--- src/rtl/fsm_tx_uart_pkg.sv ---
// fsm_tx_uart_pkg: shared state encoding, control-register bit positions and timeout default.
package fsm_tx_uart_pkg;
  typedef enum logic [1:0] {IDLE, START, WAIT_DONE, CLEAR} state_t;
  localparam int CTRL_SEND_BIT = 0;
  localparam int CTRL_ERR_BIT = 1;
  localparam int TIMEOUT_CYCLES_DEF = 1024;
endpackage

--- src/rtl/fsm_tx_uart_if.sv ---
// fsm_tx_uart_if: control-register and UART transmitter handshake bundle.
interface fsm_tx_uart_if;
  logic [31:0] control_i;
  logic tx_done_i;
  logic tx_start_o;
  logic we_reg_control;
  logic [31:0] control_o;
  modport master (output control_i, output tx_done_i, input tx_start_o, input we_reg_control, input control_o);
  modport slave (input control_i, input tx_done_i, output tx_start_o, output we_reg_control, output control_o);
endinterface

--- src/rtl/fsm_tx_uart_timer.sv ---
// fsm_tx_uart_timer: WAIT_DONE watchdog, compiled only with FSM_TX_UART_TIMEOUT_EN.
`ifdef FSM_TX_UART_TIMEOUT_EN
module fsm_tx_uart_timer
  import fsm_tx_uart_pkg::*;
#(parameter int CYCLES = TIMEOUT_CYCLES_DEF)
(
  input logic clk,
  input logic rst,
  input logic enable,
  output logic expired
);
  localparam int W = CYCLES > 1 ? $clog2(CYCLES) : 1;
  logic [W-1:0] count;
  always_ff @(posedge clk) count <= (rst || !enable) ? '0 : count + 1'b1;
  assign expired = enable && (count == W'(CYCLES - 1));
endmodule
`endif

--- src/rtl/fsm_tx_uart.sv ---
// fsm_tx_uart: Moore sequencer issuing a UART start pulse then a control-register clear.
// Optional WAIT_DONE abort with error flag under FSM_TX_UART_TIMEOUT_EN.
module fsm_tx_uart
  import fsm_tx_uart_pkg::*;
#(parameter int TIMEOUT_CYCLES = TIMEOUT_CYCLES_DEF)
(
  input logic clk_i,
  input logic rst_i,
  fsm_tx_uart_if.slave bus
);
  state_t state;
  logic expired, err;
`ifdef FSM_TX_UART_TIMEOUT_EN
  fsm_tx_uart_timer #(.CYCLES(TIMEOUT_CYCLES)) u_timer (
    .clk(clk_i),
    .rst(rst_i),
    .enable(state == WAIT_DONE),
    .expired(expired)
  );
`else
  logic unused_timeout;
  assign unused_timeout = |TIMEOUT_CYCLES;
  assign expired = 1'b0;
`endif
  always_comb begin
    bus.control_o = bus.control_i;
    bus.control_o[CTRL_SEND_BIT] = 1'b0;
    bus.control_o[CTRL_ERR_BIT] = bus.control_i[CTRL_ERR_BIT] | err;
  end
  // Outputs are registered alongside the state so they track it exactly.
  always_ff @(posedge clk_i) begin
    if (rst_i) begin
      state <= IDLE;
      bus.tx_start_o <= 1'b0;
      bus.we_reg_control <= 1'b0;
      err <= 1'b0;
    end else begin
      bus.tx_start_o <= 1'b0;
      bus.we_reg_control <= 1'b0;
      case (state)
        IDLE: if (bus.control_i[CTRL_SEND_BIT]) begin
          state <= START;
          bus.tx_start_o <= 1'b1;
        end
        START: state <= WAIT_DONE;
        WAIT_DONE: if (bus.tx_done_i || expired) begin
          state <= CLEAR;
          bus.we_reg_control <= 1'b1;
          err <= expired && !bus.tx_done_i;
        end
        default: begin
          state <= IDLE;
          err <= 1'b0;
        end
      endcase
    end
  end
endmodule

--- src/flat_wrapper.sv ---
// flat-port wrapper written by rule: the top's interface ports become plain ports
module fsm_tx_uart_flat import fsm_tx_uart_pkg::*;
#(parameter int TIMEOUT_CYCLES = TIMEOUT_CYCLES_DEF)
  (clk_i, rst_i, bus_control_i, bus_tx_done_i, bus_tx_start_o, bus_we_reg_control, bus_control_o);
  fsm_tx_uart_if bus_i ();
  input logic clk_i;
  input logic rst_i;
  input wire logic [$bits(bus_i.control_i)-1:0] bus_control_i;
  input wire logic [$bits(bus_i.tx_done_i)-1:0] bus_tx_done_i;
  output wire logic [$bits(bus_i.tx_start_o)-1:0] bus_tx_start_o;
  output wire logic [$bits(bus_i.we_reg_control)-1:0] bus_we_reg_control;
  output wire logic [$bits(bus_i.control_o)-1:0] bus_control_o;
  assign bus_i.control_i = bus_control_i;
  assign bus_i.tx_done_i = bus_tx_done_i;
  assign bus_tx_start_o = bus_i.tx_start_o;
  assign bus_we_reg_control = bus_i.we_reg_control;
  assign bus_control_o = bus_i.control_o;
  fsm_tx_uart #(.TIMEOUT_CYCLES(TIMEOUT_CYCLES)) u_core (.clk_i(clk_i), .rst_i(rst_i), .bus(bus_i));
endmodule
--- config.mk ---
export PLATFORM = sky130hd
export DESIGN_NAME = fsm_tx_uart_flat
export DESIGN_NICKNAME = d
export VERILOG_FILES = /design/src/rtl/fsm_tx_uart_pkg.sv /design/src/rtl/fsm_tx_uart_if.sv /design/src/rtl/fsm_tx_uart_timer.sv /design/src/rtl/fsm_tx_uart.sv /design/src/flat_wrapper.sv
export SDC_FILE = /design/constraint.sdc
export NUM_CORES = 1
export LEC_CHECK = 0
export ABC_AREA = 1
export BUFFER_PORTS_ARGS = -buffer_cell sky130_fd_sc_hd__buf_2
export CAP_MARGIN = 20
export CORE_UTILIZATION = 29
export DETAILED_ROUTE_END_ITERATION = 8
export PLACE_DENSITY = 0.81
export SETUP_SLACK_MARGIN = 0.4
export SLEW_MARGIN = 20
export SYNTH_ARGS = -nofsm -noshare
export SYNTH_HDL_FRONTEND = slang
export SYNTH_SLANG_ARGS = --single-unit
--- constraint.sdc ---
create_clock -name clk_i -period 3 [get_ports clk_i]
set_input_delay 0.45 -clock clk_i [delete_from_list [all_inputs] [get_ports clk_i]]
set_output_delay 0.45 -clock clk_i [all_outputs]
set_load 0.005 [all_outputs]
==> reports/metrics.json <==
{
  "worst_setup_path": {
    "timing.critical_path.required_ns": 2.55,
    "startpoint_type": "flop",
    "cp_data_arrival_time_ns": 0.64,
    "path_delay_family": "flip-flops",
    "critPathSlowestCell": "sky130_fd_sc_hd__dfxtp_1",
    "setup.worst_path.class": "flop to output pin",
    "cp_max_fo": 1,
    "worst-path-buf-inv": 1,
    "cp_cell_sequence": "buf_2",
    "crit_path_capture_type": "output pin",
    "cp_slowest_stage_delay_ns": 0.29
  },
  "synthesis": {
    "post-synth-top-area-fraction_pct": 55.2,
    "synth-simple-area-share_pct": 11.2,
    "postSynthCellCount": 58,
    "yosys.area_share.adder_pct": 5.75,
    "syn_area_um2": 435,
    "syn_nets": 95,
    "ys_ff_latch": 4,
    "avgSynthCellArea_um2": 7.51,
    "yosys.area.top_type": "sky130_fd_sc_hd__buf_4",
    "synth_area_in_xor_xnor_pct": 0,
    "synth.yosys.seq_area_share_pct": 18.4,
    "main_combinational_cell_family_by_area_after_synthesis": "buffers and inverters",
    "compound_cell_area_share_of_the_yosys_netlist_pct": 3.45,
    "largest_cells_by_area_after_synthesis": "sky130_fd_sc_hd__buf_4 55%, sky130_fd_sc_hd__dfxtp_1 18%, sky130_fd_sc_hd__ha_1 5.7%",
    "ys.warnings.count": 0,
    "mux_cell_area_share_after_synthesis_pct": 0,
    "synth_cell_type_count": 12
  },
  "sta": {
    "finalSetupTns_ns": 0,
    "timing.final.ws_setup_ns": 1.91,
    "fin_skew_ns": 0.00184,
    "setup_repair_after_global_routing_missed_its_margin": "no",
    "period_share_pct": 36.3,
    "slew_viol_final": 0,
    "finalCriticalPeriod_ns": 1.09,
    "timing.final.hold_violations": 0,
    "timing.fmax_ghz": 0.919,
    "setup-violations-final": 0
  },
  "finish": {
    "layout.core_utilization_pct": 19.4,
    "n_antenna_cell": 0,
    "synthToLayoutAreaGrowth_pct": -39.9,
    "fin_nets": 73,
    "n_fill_cell": 156,
    "final_layout_size_suffix_gt1_share_pct": 35.3
  },
  "detailed_routing": {
    "routed-via-count": 200,
    "drc": 0,
    "first_iter_violations": 4,
    "ant_nets": 0,
    "drt_pass1_iterations": 4,
    "wl_per_cell_um": 9.67,
    "routed_via_density": 4.08,
    "detailed_route_wire_length_um": 474
  },
  "cts": {
    "post_cts.repair.setup_buffers": 0,
    "ctsLongestPathBuffers": 2,
    "tritoncts": "built",
    "cts_sinks": 4,
    "htree_levels": 1,
    "tritoncts.num_buffers": 3,
    "clk_latency_ns": 0.24,
    "clock-root-buffer": "sky130_fd_sc_hd__clkbuf_4",
    "cts.clk_slew.worst_paths_ns": 0.04,
    "postCtsHoldBufs": 0,
    "cts_resized": 0
  },
  "grt": {
    "global_route.usage.total_pct": 7.75,
    "grt_pass1_wl_um": 703,
    "grt_pass1_vias": 196,
    "pin_count_of_the_biggest_net_entering_global_routing": 5,
    "antenna_found_initial": 0,
    "overflow": 0
  },
  "placed_design": {
    "routabilityCongestion": 0.574,
    "numPortBuffers": 5,
    "detailedPlace.worstSlack_ns": 2.00
  },
  "die": {
    "dieArea_um2": 1660,
    "num_rows": 13,
    "start_util_pct": 32.3,
    "chip_width_um": 40.8,
    "core_um2": 1350,
    "pin_count": 69,
    "die_h_um": 40.8
  },
  "power_and_ir_drop": {
    "pwr-share-seq_pct": 32.9,
    "power_frac_clock_pct": 29.8,
    "ir_worst_vdd_mv": 0.122,
    "internal-power_mw": 0.152,
    "power_density_nw_per_um2": 888,
    "leakagePower_nw": 0.143,
    "power.share.switching_pct": 34.7,
    "comb_power_share_pct": 37.4,
    "netSwitchingPower_mw": 0.0806
  },
  "status": {
    "status": "finished, final reports clean"
  },
  "hold_path": {
    "hold_path.class": "primary input to flop"
  },
  "job": {
    "max_cap_violations": 0
  }
}
==> power groups by stage <==
stage / Combinational, mW / Sequential, mW / Clock (mW)
2_1_floorplan: 0.105 / 0.0763 / 0
3_3_place_gp: 0.0851 / 0.0761 / 0
3_5_place_dp: 0.0879 / 0.0769 / 0
4_1_cts: 0.0878 / 0.0765 / 0.0727
5_1_grt: 0.104 / 0.0790 / 0.0753
6_report: 0.0868 / 0.0763 / 0.0691
==> stage by stage <==
stage / hold WS, ns / cell area, µm² / cells / power (mW)
after floorplan: 0.464 / 435 / 58 / 0.181
after global placement: 0.476 / 239 / 46 / 0.161
after detailed placement: 0.501 / 239 / 46 / 0.165
after CTS: 0.453 / 262 / 49 / 0.237
after global routing: 0.488 / 262 / 49 / 0.259
final: 0.459 / 262 / 49 / 0.232
==> synth_stat cells, drive strengths merged <==
master  instances
conb            1
buf            32
nand3           1
a21oi           2
inv             6
ha              2
o21ai           1
nor2            3
dfxtp           4
nand2           6
==> state kept, by name (all words and copies together), names as in the netlist <==
signal                     count
u_core.bus.tx_start_o          1
u_core.bus.we_reg_control      1
u_core.state                   2
==> layout by cell type, fill, tap and decap left out <==
cell | netlist | final
sky130_fd_sc_hd__inv_2 | 1 | 1
sky130_fd_sc_hd__a21oi_1 | 2 | 2
sky130_fd_sc_hd__dfxtp_1 | 4 | 4
sky130_fd_sc_hd__nor2_1 | 3 | 3
sky130_fd_sc_hd__ha_1 | 2 | 2
sky130_fd_sc_hd__clkbuf_4 | 0 | 3
sky130_fd_sc_hd__inv_1 | 5 | 5
sky130_fd_sc_hd__nand2_1 | 4 | 4
sky130_fd_sc_hd__buf_2 | 0 | 5
sky130_fd_sc_hd__nand2_2 | 2 | 2
sky130_fd_sc_hd__nand3_2 | 1 | 1
sky130_fd_sc_hd__conb_1 | 1 | 1
sky130_fd_sc_hd__o21ai_0 | 1 | 1
==> worst paths after layout <==
path	to	from	slack, ns	cells past startpoint
max reg2reg	u_core.state[1]$_SDFFE_PP0P_	u_core.state[1]$_SDFFE_PP0P_	2.00	6
max	bus_tx_start_o	u_core.bus.tx_start_o$_SDFF_PP0_	1.91	1
min reg2reg	u_core.state[0]$_SDFFE_PP0P_	u_core.state[0]$_SDFFE_PP0P_	0.50	2
min	u_core.bus.tx_start_o$_SDFF_PP0_	bus_control_i[0]	0.46	3
==> cell type report <==
type / count / area (µm²) / area share, %
multi-input combinational: 16 / 92.6 / 35.4
sequential: 4 / 80.1 / 30.6
timing repair buffer: 5 / 25.0 / 9.57
tap: 15 / 18.8 / 7.18
clock buffer: 3 / 22.5 / 8.61
inverter: 6 / 22.5 / 8.61
==> layer usage <==
layer | routed length (µm) | track usage (%)
met1 | 164 | 3.87
met2 | 173 | 9.13
met3 | 108 | 8.70
met4 | 28 | 15.0
met5 | 0 | 0
==> worst reg2reg max path: stages, from the launching register on <==
cell,delay [ns]
sky130_fd_sc_hd__dfxtp_1,0.36
sky130_fd_sc_hd__inv_1,0.05
sky130_fd_sc_hd__ha_1,0.26
sky130_fd_sc_hd__inv_1,0.07
sky130_fd_sc_hd__nand3_2,0.06
sky130_fd_sc_hd__nand2_1,0.06
sky130_fd_sc_hd__nor2_1,0.04
==> cells by family (layout without fill, tap and decap cells) <==
kind of cell,Yosys count,in the layout
AOI/OAI and AO/OA,3,3
adders and majority gates,2,2
buffers and inverters,38,14
DFF,4,4
other,1,1
and+or+nand+nor,10,10
No activity file was read; power rests on OpenSTA's default activity.
